<file path="src/rtl/hiscore_ctrl_if.sv">
// Bus bundle between the host loader, the core's hiscore RAM port
// and hiscore_ctrl.
interface hiscore_ctrl_if;
    logic        ioctl_download;
    logic        ioctl_upload;
    logic        ioctl_write;
    logic        ioctl_rd;
    logic [24:0] ioctl_addr;
    logic [7:0]  ioctl_dout;
    logic [7:0]  ioctl_index;
    logic [7:0]  ioctl_din;
    logic        ioctl_wait;
    logic        hs_access;
    logic [6:0]  hs_address;
    logic [7:0]  hs_data_in;
    logic [7:0]  hs_data_out;
    logic        hs_write;

    modport master (
        output ioctl_download, ioctl_upload, ioctl_write, ioctl_rd,
        output ioctl_addr, ioctl_dout, ioctl_index, hs_data_out,
        input  ioctl_din, ioctl_wait, hs_access, hs_address,
        input  hs_data_in, hs_write
    );

    modport slave (
        input  ioctl_download, ioctl_upload, ioctl_write, ioctl_rd,
        input  ioctl_addr, ioctl_dout, ioctl_index, hs_data_out,
        output ioctl_din, ioctl_wait, hs_access, hs_address,
        output hs_data_in, hs_write
    );
endinterface

</file>
<file path="src/rtl/hiscore_ctrl.sv">
// Hiscore table sequencer: pauses the core, waits for vblank, then
// streams table bytes between the ioctl host and the hiscore RAM port.
module hiscore_ctrl #(
    parameter logic [7:0] HS_INDEX = 8'd4,
    parameter int         HS_BYTES = 128,
    parameter int         SETTLE   = 16
) (
    input  logic           clk_12,
    input  logic           reset_n,
    hiscore_ctrl_if.slave  bus,
    input  logic           vblank,
    output logic           pause_req,
    output logic           hs_loaded
);

    typedef enum logic [2:0] {
        S_IDLE, S_PAUSE, S_SETTLE, S_ACTIVE,
        S_WR, S_RD0, S_RD1, S_RELEASE
    } state_t;

    localparam logic [7:0] CNT_INIT = 8'(SETTLE - 1);
    localparam logic [127:0] LIM_MASK = (HS_BYTES >= 128) ?
        {128{1'b1}} : ((128'd1 << HS_BYTES) - 128'd1);

    state_t       r_state;
    logic         r_dl_q;
    logic         r_ul_q;
    logic         r_vb_q;
    logic         r_mode_dl;
    logic         r_end;
    logic [7:0]   r_cnt;
    logic [127:0] r_mask;
    logic         r_pause;
    logic         r_wait;
    logic         r_access;
    logic         r_write;
    logic         r_loaded;
    logic [6:0]   r_addr;
    logic [7:0]   r_wdata;
    logic [7:0]   r_din;

    logic w_dl_rise;
    logic w_ul_rise;
    logic w_hs_sel;
    logic w_vb_rise;
    logic w_fall;
    logic w_end;
    logic w_in_rng;
    logic w_full;

    assign w_dl_rise = bus.ioctl_download & ~r_dl_q;
    assign w_ul_rise = bus.ioctl_upload & ~r_ul_q;
    assign w_hs_sel  = (bus.ioctl_index == HS_INDEX);
    assign w_vb_rise = vblank & ~r_vb_q;
    assign w_fall    = r_mode_dl ? (~bus.ioctl_download & r_dl_q)
                                 : (~bus.ioctl_upload & r_ul_q);
    assign w_end     = w_fall | r_end;
    assign w_in_rng  = (bus.ioctl_addr < 25'(HS_BYTES));
    assign w_full    = &(r_mask | ~LIM_MASK);

    // Session sequencer; every output is a register written here.
    always_ff @(posedge clk_12 or negedge reset_n) begin
        if (!reset_n) begin
            r_state   <= S_IDLE;
            r_dl_q    <= 1'b0;
            r_ul_q    <= 1'b0;
            r_vb_q    <= 1'b0;
            r_mode_dl <= 1'b0;
            r_end     <= 1'b0;
            r_cnt     <= '0;
            r_mask    <= '0;
            r_pause   <= 1'b0;
            r_wait    <= 1'b0;
            r_access  <= 1'b0;
            r_write   <= 1'b0;
            r_loaded  <= 1'b0;
            r_addr    <= '0;
            r_wdata   <= '0;
            r_din     <= '0;
        end else begin
            r_dl_q  <= bus.ioctl_download;
            r_ul_q  <= bus.ioctl_upload;
            r_vb_q  <= vblank;
            r_write <= 1'b0;
            case (r_state)
                S_IDLE: begin
                    if (w_hs_sel && (w_dl_rise || w_ul_rise)) begin
                        r_mode_dl <= w_dl_rise;
                        r_mask    <= '0;
                        r_end     <= 1'b0;
                        r_pause   <= 1'b1;
                        r_wait    <= 1'b1;
                        r_state   <= S_PAUSE;
                    end
                end
                S_PAUSE: begin
                    if (w_fall) begin
                        r_pause <= 1'b0;
                        r_wait  <= 1'b0;
                        r_state <= S_IDLE;
                    end else if (w_vb_rise) begin
                        r_cnt   <= CNT_INIT;
                        r_state <= S_SETTLE;
                    end
                end
                S_SETTLE: begin
                    if (w_fall) begin
                        r_pause <= 1'b0;
                        r_wait  <= 1'b0;
                        r_state <= S_IDLE;
                    end else if (r_cnt == 8'd0) begin
                        r_access <= 1'b1;
                        r_wait   <= 1'b0;
                        r_state  <= S_ACTIVE;
                    end else begin
                        r_cnt <= r_cnt - 8'd1;
                    end
                end
                S_ACTIVE: begin
                    // The cycle after an operation still shows wait, so
                    // strobes are only taken once wait has dropped.
                    if (w_end) begin
                        r_state <= S_RELEASE;
                    end else begin
                        r_wait <= 1'b0;
                        if (!r_wait && r_mode_dl && bus.ioctl_write
                            && w_in_rng) begin
                            r_addr  <= bus.ioctl_addr[6:0];
                            r_wdata <= bus.ioctl_dout;
                            r_wait  <= 1'b1;
                            r_state <= S_WR;
                        end else if (!r_wait && !r_mode_dl
                                     && bus.ioctl_rd) begin
                            if (w_in_rng) begin
                                r_addr  <= bus.ioctl_addr[6:0];
                                r_wait  <= 1'b1;
                                r_state <= S_RD0;
                            end else begin
                                r_din <= 8'hFF;
                            end
                        end
                    end
                end
                S_WR: begin
                    r_write        <= 1'b1;
                    r_mask[r_addr] <= 1'b1;
                    r_end          <= r_end | w_fall;
                    r_state        <= S_ACTIVE;
                end
                S_RD0: begin
                    r_end   <= r_end | w_fall;
                    r_state <= S_RD1;
                end
                S_RD1: begin
                    r_din   <= bus.hs_data_out;
                    r_end   <= r_end | w_fall;
                    r_state <= S_ACTIVE;
                end
                S_RELEASE: begin
                    r_access <= 1'b0;
                    r_pause  <= 1'b0;
                    r_wait   <= 1'b0;
                    if (r_mode_dl && w_full) begin
                        r_loaded <= 1'b1;
                    end
                    r_state <= S_IDLE;
                end
                default: r_state <= S_IDLE;
            endcase
        end
    end

    assign bus.ioctl_din  = r_din;
    assign bus.ioctl_wait = r_wait;
    assign bus.hs_access  = r_access;
    assign bus.hs_address = r_addr;
    assign bus.hs_data_in = r_wdata;
    assign bus.hs_write   = r_write;
    assign pause_req      = r_pause;
    assign hs_loaded      = r_loaded;

endmodule

</file>
<file path="src/flat_wrapper.sv">
// flat-port wrapper written by rule: the top's interface ports become plain ports
module hiscore_ctrl_flat 
#(
    parameter logic [7:0] HS_INDEX = 8'd4,
    parameter int         HS_BYTES = 128,
    parameter int         SETTLE   = 16
)
  (clk_12, reset_n, vblank, pause_req, hs_loaded, bus_ioctl_download, bus_ioctl_upload, bus_ioctl_write, bus_ioctl_rd, bus_ioctl_addr, bus_ioctl_dout, bus_ioctl_index, bus_hs_data_out, bus_ioctl_din, bus_ioctl_wait, bus_hs_access, bus_hs_address, bus_hs_data_in, bus_hs_write);
  hiscore_ctrl_if bus_i ();
  input  logic clk_12;
  input  logic reset_n;
  input  logic vblank;
  output logic pause_req;
  output logic hs_loaded;
  input wire logic [$bits(bus_i.ioctl_download)-1:0] bus_ioctl_download;
  input wire logic [$bits(bus_i.ioctl_upload)-1:0] bus_ioctl_upload;
  input wire logic [$bits(bus_i.ioctl_write)-1:0] bus_ioctl_write;
  input wire logic [$bits(bus_i.ioctl_rd)-1:0] bus_ioctl_rd;
  input wire logic [$bits(bus_i.ioctl_addr)-1:0] bus_ioctl_addr;
  input wire logic [$bits(bus_i.ioctl_dout)-1:0] bus_ioctl_dout;
  input wire logic [$bits(bus_i.ioctl_index)-1:0] bus_ioctl_index;
  input wire logic [$bits(bus_i.hs_data_out)-1:0] bus_hs_data_out;
  output wire logic [$bits(bus_i.ioctl_din)-1:0] bus_ioctl_din;
  output wire logic [$bits(bus_i.ioctl_wait)-1:0] bus_ioctl_wait;
  output wire logic [$bits(bus_i.hs_access)-1:0] bus_hs_access;
  output wire logic [$bits(bus_i.hs_address)-1:0] bus_hs_address;
  output wire logic [$bits(bus_i.hs_data_in)-1:0] bus_hs_data_in;
  output wire logic [$bits(bus_i.hs_write)-1:0] bus_hs_write;
  assign bus_i.ioctl_download = bus_ioctl_download;
  assign bus_i.ioctl_upload = bus_ioctl_upload;
  assign bus_i.ioctl_write = bus_ioctl_write;
  assign bus_i.ioctl_rd = bus_ioctl_rd;
  assign bus_i.ioctl_addr = bus_ioctl_addr;
  assign bus_i.ioctl_dout = bus_ioctl_dout;
  assign bus_i.ioctl_index = bus_ioctl_index;
  assign bus_i.hs_data_out = bus_hs_data_out;
  assign bus_ioctl_din = bus_i.ioctl_din;
  assign bus_ioctl_wait = bus_i.ioctl_wait;
  assign bus_hs_access = bus_i.hs_access;
  assign bus_hs_address = bus_i.hs_address;
  assign bus_hs_data_in = bus_i.hs_data_in;
  assign bus_hs_write = bus_i.hs_write;
  hiscore_ctrl #(.HS_INDEX(HS_INDEX), .HS_BYTES(HS_BYTES), .SETTLE(SETTLE)) u_core (.clk_12(clk_12), .reset_n(reset_n), .bus(bus_i), .vblank(vblank), .pause_req(pause_req), .hs_loaded(hs_loaded));
endmodule
</file>
<file path="config.mk">
export PLATFORM = sky130hd
export DESIGN_NAME = hiscore_ctrl_flat
export DESIGN_NICKNAME = d
export VERILOG_FILES = /design/src/rtl/hiscore_ctrl_if.sv /design/src/rtl/hiscore_ctrl.sv /design/src/flat_wrapper.sv
export SDC_FILE = /design/constraint.sdc
export NUM_CORES = 1
export LEC_CHECK = 0
export CAP_MARGIN = 10
export CORE_MARGIN = 2
export CORE_UTILIZATION = 50
export CTS_BUF_LIST = sky130_fd_sc_hd__clkbuf_8
export DETAILED_ROUTE_END_ITERATION = 10
export PLACE_DENSITY = 0.69
export SYNTH_ARGS = -nofsm -noshare
export SYNTH_HDL_FRONTEND = slang
export SYNTH_SLANG_ARGS = --single-unit
</file>
<file path="constraint.sdc">
create_clock -name clk_12 -period 4.8 [get_ports clk_12]
set_input_delay 0.96 -clock clk_12 [delete_from_list [all_inputs] [get_ports clk_12]]
set_output_delay 0.96 -clock clk_12 [all_outputs]
set_load 0.02 [all_outputs]
</file>
### Yosys cells after proc, flatten, opt, wreduce, memory -nomap -nowiden

Cells that the tools add are included.

| storage, ports and cells | value |
|---|---|
| register bits after elaboration | 172 |
| input port bits | 56 |
| output and inout port bits | 28 |
| logic and storage cells | 139 |

| operators by class | value |
|---|---|
| add/subtract/negate cells | 1 |
| $lt $le $gt $ge | 3 |
| equal/unequal tests | 24 |
| mux-type cells | 44 |
| bitwise operators | 13 |
| reductions and logical operators | 38 |

Operator list:

| operator | number |
|---|---|
| $pmux 128 s2 | 1 |
| $mux 128 | 1 |
| $or 128x128->128 | 1 |
| $reduce_and 128->1 | 1 |
| $mux 8 | 8 |
| $pmux 8 s2 | 2 |
| $mux 3 | 9 |
| $lt 25x8->1 const B | 1 |
| $mux 7 | 3 |
| $pmux 3 s7 | 1 |
| $reduce_and 5->1 | 4 |
| $mux 1 | 14 |
| $reduce_bool 2->1 | 7 |
| $eq 3x3->1 const B | 4 |
| $ne 2x1->1 const B | 6 |
| $ne 2x2->1 const B | 6 |
| $reduce_and 3->1 | 3 |
| $eq 8x3->1 const B | 1 |
| $logic_and 1x1->1 | 8 |
| $logic_not 8->1 | 1 |
| $lt 7x8->1 const B | 1 |
| $ne 4x1->1 const B | 2 |
| $reduce_and 2->1 | 4 |
| $sub 8x1->8 const B | 1 |
| other kinds (19) | 33 |

### Logic depth before layout (Yosys ltp)

Gate-level depths: netlist of the first run.

| depth | value |
|---|---|
| depth after elaboration | 7 |
| gate-level depth with buffers | 7 |
| gate-level depth less buffers | 7 |

### Worst setup path after synthesis of the first run

OpenSTA, ideal clock, no wires.

| timing path | value |
|---|---|
| kind | input to register |
| start point | input bus_ioctl_index[1] |
| end point | register u_core.r_wait (netlist: u_core.bus.ioctl_wait) |
| setup time | 0.128 ns |
| arrival | 2.538 ns |
| required time | 4.672 ns |
| path slack | 2.134 ns |
| stages | 5 |
| buffers on the path | 0 |
| cell sequence | or4_1 -> a211oi_2 -> o22ai_2 -> a2111oi_4 -> mux2_1 |

| on the way | value |
|---|---|
| cells in the longest elaborated chain, start to end | 4 |

Ends and longest elaborated chain:

| element | line | text |
|---|---|---|
| from (decl) | flat_wrapper.sv:21 | `input wire logic [$bits(bus_i.ioctl_index)-1:0] bus_ioctl_index;` |
| $eq 8x3->1 | hiscore_ctrl.sv:53 | `assign w_hs_sel = (bus.ioctl_index == HS_INDEX);` |
| $logic_and 1x1->1 | hiscore_ctrl.sv:87 | `if (w_hs_sel && (w_dl_rise \|\| w_ul_rise)) begin` |
| $ne 2x1->1 (no line) | - |  |
| $reduce_and 5->1 (no line) | - |  |
| to (signal assigned) | hiscore_ctrl.sv:73 | `r_wait <= 1'b0;` |
| to (signal assigned) | hiscore_ctrl.sv:92 | `r_wait <= 1'b1;` |
| to (signal assigned) | hiscore_ctrl.sv:99 | `r_wait <= 1'b0;` |
| to (decl) | hiscore_ctrl.sv:34 | `logic r_wait;` |

Every way passes these cells.
A chain may end at the register's enable or synchronous reset.

### Worst setup path after layout of the first run

| timing path | value |
|---|---|
| start point | input vblank |
| end point | register u_core.r_cnt[6] |

| on the way | value |
|---|---|
| cells in the longest elaborated chain, start to end | 3 |

Ends and longest elaborated chain:

| element | line | text |
|---|---|---|
| from (decl) | flat_wrapper.sv:12 | `input logic vblank;` |
| $and 1x1->1 | hiscore_ctrl.sv:54 | `assign w_vb_rise = vblank & ~r_vb_q;` |
| $ne 2x1->1 (no line) | - |  |
| $reduce_and 5->1 (no line) | - |  |
| to (signal assigned) | hiscore_ctrl.sv:116 | `r_cnt <= r_cnt - 8'd1;` |
| to (decl) | hiscore_ctrl.sv:31 | `logic [7:0] r_cnt;` |

Every way passes these cells.

==> impl_metrics.csv, run 1 <==
group,metric,value,unit
status,outcome,"completed",
final_layout,finalNetCount,822,
clock_tree,ctsHoldBuffers,0,
yosys,synth_edf_count,0,
pwr,p_leak,3.38,nW
yosys,synth_top_area_frac,0.608,
clock_tree,path_clk_slew,0.09,ns
final_layout,final_core_util,0.612,
final_layout,final_cell_count_no_fill,956,
place,dpl_cell_area,0.00803,mm²
grt,grt_pass1_wl,28100,µm
yosys,synth_area_leader_cell,"dfrtp_1",
timing,fin_worst_skew,0.0136,ns
floorplan,start_util,0.512,
worst_setup_path,slowest_delay,0.85,ns
pwr,power_density,411,mW/mm²
place,gp_routability_congestion,0.857,
place,dp.cells,925,
worst_setup_path,required,5.14,ns
yosys,netlist_instances,694,
final_layout,n_fill_cell,1146,
clock_tree,cts_resized,0,
floorplan,die_x,123,µm
timing,whs,0.487,ns
yosys,synth_cell_types,47,
worst_setup_path,worstPathCellList,"clkdlybuf4s50_1 -> nor2b_1 -> nand3_1 -> a211oi_1 -> o21ai_0 -> a32o_1",
yosys,syn_nets,752,
grt,grt_use_total,0.243,
worst_setup_path,critPathSlowestCell,"a211oi_1",
worst_setup_path,critPathLaunchType,"input port",
worst_setup_path,path_class,"in2reg",
yosys,synth_ff_type,"dfrtp_1",
yosys,yosysSeqAreaShare,0.608,
pwr,ir_drop,0.194,mV
timing,max_slew.worst_pin.slew,1.17,ns
clock_tree,h-tree-depth,4,
grt,antenna_found_initial,0,
timing,rsz0062_at_grt,"no",
grt,grt_max_degree,124,
floorplan,num_io_pins,84,
final_layout,diodes,0,
floorplan,rows,43,
yosys,avgSynthCellArea,10.2,µm²
yosys,synthesis.area,0.00708,mm²
yosys,ys_async_sr_fraction,1.00,
yosys,yosysWarnings,0,
route,wl,17300,µm
route,wl_per_cell,18.1,µm
final_layout,drive_above_1_share,0.0812,
final_layout,final_area,0.00846,mm²
worst_setup_path,endpoint_kind,"flip-flop",
timing,setup_viol,0,
floorplan,core-area,0.0138,mm²
pwr,p_total,3.48,mW
clock_tree,root_buffer,"clkbuf_8",
place,dp_slack,1.56,ns
timing,hold_violations,0,
worst_setup_path,cp.arrival,3.14,ns
worst_hold_path,hold_class,"reg2reg",
worst_setup_path,path_delay_family,"compound AO/OA/AOI/OAI gates",
yosys,synthTopCellsByArea,"dfrtp_1, a21oi_1, nor2_1, nand4_1, mux2_2",
clock_tree,cts_made_buffers,17,
worst_setup_path,crit_fanout,9,
grt,grt_pass1_vias,5369,
timing,report.final.slew_viol_count,0,
clock_tree,clock-sinks,172,
timing,fmax,358,MHz
route,firstDrtPassIters,7,
timing,setup_tns,0,ns
route,viasPerCell,5.90,
worst_setup_path,path_buf_inv,1,
floorplan,die_area,0.0151,mm²
floorplan,dieHeight,123,µm
timing,fin_crit,2.79,ns
timing,max_slew_margin,0.213,
route,num_vias,5637,
clock_tree,tritoncts,"yes",
clock_tree,clk_latency,0.45,ns
place,io_buffers,83,
grt,overflow,0,
route,drt_iter0_drc,456,
final_layout,area_growth,19.6,%
place,place_hpwl,11500,µm
clock_tree,cts_buffer_depth,2,
yosys,synth_seq_cells,172,
timing,layout_setup_ws,2.01,ns
route,final_antenna_net_count,0,
clock_tree,postCtsSetupRepairBufs,0,
run,drv_cap,0,
timing,fin_crit_sh,0.582,
route,drc_errors,0,
==> cell families (layout without fill, tap and decap cells) <==
family / after synthesis / after routing / synth area share
AOI/OAI and AO/OA: 173 / 173 / 0.138
xor gates and xnor gates: 1 / 1 / 0.00124
adders and majority gates: 2 / 2 / 0.00354
buffers and inverters: 43 / 125 / 0.0263
DFF: 172 / 172 / 0.608
muxes: 19 / 19 / 0.0297
and+or+nand+nor: 284 / 284 / 0.193
==> cells in the mapped netlist (all sizes together), types with 2 or more instances <==
cell    count
or4         3
nand2b     10
a211oi      2
nor2      154
nor2b       3
ha          2
o21ai       9
o22a        8
clkbuf     18
dfrtp     172
buf        19
nand3       5
or3         3
nor3       15
mux2       16
o21a        2
and3       11
mux2i       3
nor4       14
a21oi     137
and3b       3
nand4      35
nor3b       5
nand2      18
nand3b      2
a31oi       7
inv         6
==> per-layer routing <==
layer | global-route usage | share of wire | wire, µm | vias to the layer above
met5 | 0 | 0 | 0 | -
met4 | 0.0945 | 0.023 | 405 | 0
met3 | 0.0480 | 0.049 | 841 | 32
met2 | 0.373 | 0.47 | 8230 | 149
met1 | 0.346 | 0.45 | 7850 | 2868
li1 | - | - | - | 2588
==> flip-flops by register name, indices dropped and copies added, names as in the netlist, 3 cells and up <==
signal and count:
u_core.bus.hs_address 7, u_core.bus.hs_data_in 8, u_core.bus.ioctl_din 8, u_core.r_cnt 8, u_core.r_mask 128, u_core.r_state 3
==> power by group <==
group | switching, mW | internal (mW)
Sequential | 0.126 | 1.57
Clock | 0.518 | 0.562
Combinational | 0.380 | 0.318
Total | 1.02 | 2.45
==> cells in the final DEF, fill, tap and decap left out, types with 3 or more instances in the layout <==
| cell | count |
|---|---|
| nor2_1 | 152 |
| nand2_1 | 18 |
| or3_1 | 3 |
| clkbuf_8 | 20 |
| nor4_1 | 13 |
| nand3_1 | 5 |
| nor3b_1 | 5 |
| dfrtp_1 | 172 |
| bufinv_16 | 3 |
| o22a_1 | 8 |
| clkinv_4 | 3 |
| and3_1 | 11 |
| nand4_1 | 35 |
| clkdlybuf4s50_1 | 82 |
| buf_4 | 4 |
| inv_6 | 4 |
| nand2b_1 | 10 |
| nor3_1 | 14 |
| inv_1 | 6 |
| mux2i_1 | 3 |
| nor2b_1 | 3 |
| and3b_1 | 3 |
| a21oi_1 | 137 |
| o21ai_0 | 8 |
| mux2_2 | 15 |
| a31oi_1 | 7 |
==> cell type report <==
type	instances	area (µm²)	area share
Clock inverter	11	156	0.0185
Tap cell	180	225	0.0266
Inverter	6	22.5	0.00266
Multi-Input combinational cell	479	2600	0.307
Sequential cell	172	4300	0.508
Clock buffer	20	275	0.0325
Timing Repair Buffer	88	882	0.104
==> worst register-to-register path: stages (launching register included) <==
cell	delay, ns
dfrtp_1	0.69
nor3b_1	0.69
nand3_1	0.22
nor2_1	0.43
a31oi_1	0.15
a31oi_1	0.16
==> worst paths after layout <==
check | slack [ns] | start | cells past startpoint | to
max | 2.01 | vblank | 6 | u_core.r_cnt[6]
max reg2reg | 2.39 | u_core.r_state[2] | 5 | u_core.r_cnt[4]
max in group asynchronous | 3.17 | reset_n | 2 | u_core.r_cnt[5]
min reg2reg | 0.49 | u_core.hs_loaded | 1 | u_core.hs_loaded
min | 0.49 | u_core.hs_loaded | 1 | u_core.hs_loaded
min in group asynchronous | 0.65 | reset_n | 1 | u_core.r_cnt[7]
Power figures use the tool's default switching activity.
==> run 2: changes to the inputs <==
--- a/config.mk
+++ b/config.mk
@@ -10,7 +10,7 @@
 export CORE_UTILIZATION = 50
 export CTS_BUF_LIST = sky130_fd_sc_hd__clkbuf_8
 export DETAILED_ROUTE_END_ITERATION = 10
-export PLACE_DENSITY = 0.69
+export PLACE_DENSITY = 0.71
 export SYNTH_ARGS = -nofsm -noshare
 export SYNTH_HDL_FRONTEND = slang
 export SYNTH_SLANG_ARGS = --single-unit
==> constraint.sdc (replaced) <==
create_clock -name clk_12 -period 2.3 [get_ports clk_12]
set_input_delay 0.46 -clock clk_12 [delete_from_list [all_inputs] [get_ports clk_12]]
set_output_delay 0.46 -clock clk_12 [all_outputs]
set_load 0.02 [all_outputs]
==> impl_metrics.csv, run 2 (synthesis gave the netlist of run 1 again) <==
group,metric,value,unit
final_layout,final_common_cell,"dfrtp_1",
route,final_antenna_net_count,0,
timing,max_slew.worst_pin.slew,0.705,ns
route,viasPerCell,5.85,
floorplan,die_x,123,µm
route,drt_iter0_drc,558,
grt,grt_use_total,0.261,
clock_tree,clock-sinks,172,
route,wl_met2,8830,µm
clock_tree,h-tree-depth,4,
floorplan,start_util,0.512,
route,wl_met3,1130,µm
route,wl_met1,7640,µm
worst_setup_path,cp.arrival,2.56,ns
clock_tree,cts_made_buffers,17,
floorplan,rows,43,
timing,setup_viol,0,
place,io_buffers,83,
place,place_hpwl,12400,µm
clock_tree,path_clk_slew,0.09,ns
final_layout,diodes,0,
grt,antenna_found_initial,0,
grt,grt_pass1_wl,30100,µm
worst_setup_path,r2r_slack,0.09,ns
timing,hold_violations,0,
final_layout,drive_above_1_share,0.120,
floorplan,core-area,0.0138,mm²
timing,fin_crit,2.21,ns
worst_setup_path,crit_fanout,3,
place,gp_routability_congestion,0.901,
route,wl,18000,µm
grt,overflow,0,
clock_tree,tritoncts,"yes",
pwr,p_clk_frac,0.316,
clock_tree,clk_latency,0.47,ns
status,outcome,"completed",
clock_tree,root_buffer,"clkbuf_8",
pwr,power_density,849,mW/mm²
grt,grt_pass1_vias,5837,
worst_setup_path,path_class,"reg2reg",
timing,rsz0062_at_grt,"no",
clock_tree,postCtsSetupRepairBufs,0,
final_layout,finalNetCount,859,
place,dp_slack,-0.376,ns
floorplan,num_io_pins,84,
pwr,internal_power,5.31,mW
worst_setup_path,required,2.66,ns
route,drc_errors,0,
route,topRoutingLayerUsed,"met4",
pwr,switching_share,0.288,
pwr,p_leak,3.58,nW
timing,fin_worst_skew,0.0124,ns
pwr,ir_drop,0.459,mV
floorplan,dieHeight,123,µm
grt,grt_max_degree,74,
worst_hold_path,hold_class,"in2reg",
worst_setup_path,endpoint_kind,"flip-flop",
timing,max_slew_margin,0.528,
timing,fmax,453,MHz
timing,report.final.slew_viol_count,0,
timing,setup_tns,0,ns
pwr,p_switching,2.15,mW
pwr,power_frac_seq,0.474,
clock_tree,cts_buffer_depth,2,
route,num_vias,5819,
pwr,pwr-share-comb,0.210,
final_layout,largest_reg_flops,128,
timing,fin_crit_sh,0.959,
final_layout,final_cell_mix,"dfrtp_1, nor2_1, a21oi_1",
run,drv_cap,0,
route,wl_per_cell,18.2,µm
timing,layout_setup_ws,0.0944,ns
final_layout,area_growth,24.2,%
route,firstDrtPassIters,5,
worst_setup_path,critPathLaunchType,"flip-flop",
final_layout,regMostFlops,"u_core.r_mask",
floorplan,die_area,0.0151,mm²
## run 2: cell count changes in the layout (fill, tap and decap cells not counted), sizes merged
| cell | delta |
|---|---|
| buf | +36 |
| clkbuf | +1 |
| clkinvlp | +3 |
| clkinv | -3 |
| bufinv | +1 |
| inv | -1 |
| dlygate4sd3 | +1 |
## run 2: area by class of cell
cell class | count | area [µm²]
repair buffers | 125 | 1190
clock inverters | 11 | 164
multi-input cells | 479 | 2600
flip-flops and latches | 172 | 4300
inverters | 6 | 22.5
clock buffers | 21 | 289
well taps | 180 | 225
fillers | 1118 | 5040
## run 2: critical path, stage by stage (launching register included)
cell,delay (ns)
dfrtp_1,0.42
or4_4,0.58
nor4_4,0.22
o22ai_2,0.17
a2111oi_4,0.36
mux2_1,0.36
## run 2: path summary, 6_finish.rpt
check,startpoint,to,cells after the start
setup / recovery,u_core.r_cnt[5],u_core.bus.ioctl_wait,5
hold / removal,vblank,u_core.r_vb_q,1
setup reg to reg,u_core.r_cnt[5],u_core.bus.ioctl_wait,5
hold reg to reg,u_core.hs_loaded,u_core.hs_loaded,1
max in group asynchronous,reset_n,u_core.r_mask[19],3
min in group asynchronous,reset_n,u_core.bus.hs_access,2
## run 2: metrics by stage
step                power [mW]  instance area [µm²]  utilization  hold slack [ns]  cells
global route              7.81                 8790        0.636            0.468    994
CTS                       7.49                 8790        0.635            0.454    994
detailed placement        5.14                 8320        0.602            0.430    961
global placement          5.08                 8320        0.602            0.425    961
floorplan                 4.44                 7080            -            0.164    694
finish                    7.46                 8790        0.636            0.465    994
## run 2: per-layer routing
layer | vias up | GRT usage
li1 | 2661 | -
met1 | 2915 | 0.360
met2 | 203 | 0.414
met3 | 40 | 0.0526
met4 | 0 | 0.0952
met5 | - | 0
## run 2: repair_timing
item,CTS,global route
hold buffers,1,0
endpoints found under the hold margin,47,0
endpoints found under the setup margin,0,8
resized for setup,0,1
## run 2: power by group through the flow
| stage | logic [mW] | registers (mW) | clock network [mW] |
|---|---|---|---|
| after floorplan | 0.838 | 3.60 | 0 |
| after global placement | 1.51 | 3.57 | 0 |
| after detailed placement | 1.56 | 3.58 | 0 |
| after CTS | 1.57 | 3.52 | 2.40 |
| after global routing | 1.73 | 3.56 | 2.52 |
| final | 1.57 | 3.53 | 2.36 |
==> run 3: changes to the inputs <==
--- a/config.mk
+++ b/config.mk
@@ -6,11 +6,14 @@
 export NUM_CORES = 1
 export LEC_CHECK = 0
 export CAP_MARGIN = 10
+export CELL_PAD_IN_SITES_DETAIL_PLACEMENT = 1
+export CELL_PAD_IN_SITES_GLOBAL_PLACEMENT = 2
+export CORE_ASPECT_RATIO = 1.2
 export CORE_MARGIN = 2
-export CORE_UTILIZATION = 50
+export CORE_UTILIZATION = 33
 export CTS_BUF_LIST = sky130_fd_sc_hd__clkbuf_8
 export DETAILED_ROUTE_END_ITERATION = 10
-export PLACE_DENSITY = 0.71
+export PLACE_DENSITY = 0.73
 export SYNTH_ARGS = -nofsm -noshare
 export SYNTH_HDL_FRONTEND = slang
 export SYNTH_SLANG_ARGS = --single-unit
==> constraint.sdc (replaced) <==
create_clock -name clk_12 -period 2.3 [get_ports clk_12]
set_input_delay 0.23 -clock clk_12 [delete_from_list [all_inputs] [get_ports clk_12]]
set_output_delay 0.23 -clock clk_12 [all_outputs]
set_load 0.02 [all_outputs]
==> impl_metrics.csv, run 3 (synthesis gave the netlist of run 1 again) <==
group,metric,value,unit
status,outcome,"completed",
timing,fin_crit_sh,0.944,
grt,grt_pass1_vias,6475,
floorplan,core-area,0.0210,mm²
worst_setup_path,slowest_delay,0.56,ns
grt,antenna_found_initial,0,
final_layout,final_cell_mix,"dfrtp_1, nor2_1, a21oi_1",
place,gp_routability_congestion,0.872,
final_layout,drive_above_1_share,0.139,
worst_setup_path,path_delay_family,"simple AND/OR/NAND/NOR gates",
route,viasPerCell,5.26,
place,io_buffers,83,
route,wl,21000,µm
final_layout,diodes,0,
clock_tree,path_clk_slew,0.09,ns
timing,hold_violations,0,
final_layout,largest_reg_flops,128,
final_layout,final_common_cell,"dfrtp_1",
clock_tree,cts_buffer_depth,2,
timing,report.final.slew_viol_count,0,
floorplan,num_io_pins,84,
final_layout,finalNetCount,874,
worst_setup_path,path_buf_inv,0,
timing,fin_worst_skew,0.0161,ns
floorplan,rows,58,
clock_tree,h-tree-depth,4,
timing,fmax,461,MHz
worst_setup_path,critPathSlowestCell,"or4_4",
worst_setup_path,reg2reg_from,"u_core.r_cnt[4]",
worst_setup_path,crit_fanout,5,
worst_hold_path,hold_class,"in2async",
grt,grt_use_total,0.198,
final_layout,area_growth,28.6,%
place,place_hpwl,14900,µm
run,drv_cap,0,
route,firstDrtPassIters,4,
timing,rsz0062_at_grt,"no",
worst_setup_path,cp.arrival,2.53,ns
timing,setup_viol,0,
pwr,power_density,803,mW/mm²
clock_tree,tritoncts,"yes",
clock_tree,root_buffer,"clkbuf_8",
route,drc_errors,0,
worst_setup_path,endpoint_kind,"flip-flop",
route,wl_per_cell,19.1,µm
clock_tree,clk_latency,0.46,ns
route,final_antenna_net_count,0,
worst_setup_path,worstPathCellList,"or4_4 -> nor4_4 -> o22ai_2 -> a2111oi_4 -> mux2_4",
floorplan,die_area,0.0226,mm²
clock_tree,clock-sinks,172,
worst_setup_path,path_class,"reg2reg",
pwr,p_leak,3.67,nW
final_layout,final_core_util,0.434,
final_layout,multi_input_area,0.00261,mm²
floorplan,die_x,138,µm
route,drt_iter0_drc,246,
timing,max_slew_margin,0.537,
floorplan,dieHeight,164,µm
clock_tree,cts_made_buffers,17,
worst_setup_path,critPathLaunchType,"flip-flop",
worst_setup_path,worstSetupStartpoint,"u_core.r_cnt[4]",
grt,overflow,0,
worst_setup_path,required,2.66,ns
route,num_vias,5783,
final_layout,ff_latch_area,0.00430,mm²
final_layout,regMostFlops,"u_core.r_mask",
floorplan,start_util,0.337,
grt,grt_max_degree,52,
timing,fin_crit,2.17,ns
pwr,ir_drop,0.429,mV
timing,max_slew.worst_pin.slew,0.692,ns
grt,grt_pass1_wl,34200,µm
timing,setup_tns,0,ns
final_layout,n_fill_cell,2308,
-- run 3: cell types whose count changed in the layout (fill, tap and decap cells not counted), sizes merged --
cell	change
buf	+15
bufinv	-3
clkbuf	+1
clkinv	+1
clkinvlp	+1
-- run 3: report_power, final --
part	internal, mW	switching, mW	total [mW]
combinational	0.809	0.875	1.68
sequential	3.28	0.251	3.53
clock	0.996	1.09	2.09
total	5.09	2.22	7.31
-- run 3: area by class of cell --
| class | count | area share |
|---|---|---|
| Multi-Input combinational cell | 479 | 0.286 |
| Sequential cell | 172 | 0.473 |
| Timing Repair Buffer | 140 | 0.158 |
| Tap cell | 270 | 0.0371 |
| Clock buffer | 22 | 0.0333 |
| Inverter | 6 | 0.00247 |
| Clock inverter | 10 | 0.00990 |
-- run 3: repair_timing --
| action | in CTS | in global routing |
|---|---|---|
| hold buffers | 1 | 0 |
| resized for setup | 0 | 1 |
| hold endpoints to repair | 42 | 0 |
| endpoints found under the setup margin | 0 | 1 |
| setup buffers | 0 | 3 |
-- run 3: path summary, 6_finish.rpt --
check                                     endpoint  slack [ns]  cells after the start
min in group clk_12                  u_core.r_vb_q        0.24                      1
min reg2reg                       u_core.hs_loaded        0.49                      1
max                          u_core.bus.ioctl_wait        0.13                      5
min                        u_core.bus.ioctl_din[7]        0.24                      2
max reg2reg                  u_core.bus.ioctl_wait        0.13                      5
max in group asynchronous       u_core.r_mask[121]        1.30                      3
-- run 3: per-layer routing --
layer / part of all wire / up-vias / GRT usage
met3: 0.033 / 23 / 0.0408
met4: 0.019 / 0 / 0.0604
met2: 0.53 / 111 / 0.355
li1: - / 2692 / -
met5: 0 / - / 0
met1: 0.42 / 2957 / 0.236
-- run 3: per-stage QoR --
stage	setup WS [ns]	std cells	power, mW	instance area [µm²]	hold WS, ns
floorplan	0.241	694	4.44	7080	-0.0656
global placement	-0.111	1063	5.18	8670	0.191
detailed placement	-0.122	1063	5.26	8670	0.201
CTS	0.0636	1096	7.38	9080	0.214
global route	0.0601	1099	7.73	9100	0.235
finish	0.130	1099	7.31	9100	0.239
-- run 3: worst register-to-register path, stage by stage (launching register included) --
cell and delay, ns:
dfrtp_1 0.43, or4_4 0.56, nor4_4 0.37, o22ai_2 0.15, a2111oi_4 0.23, mux2_4 0.33
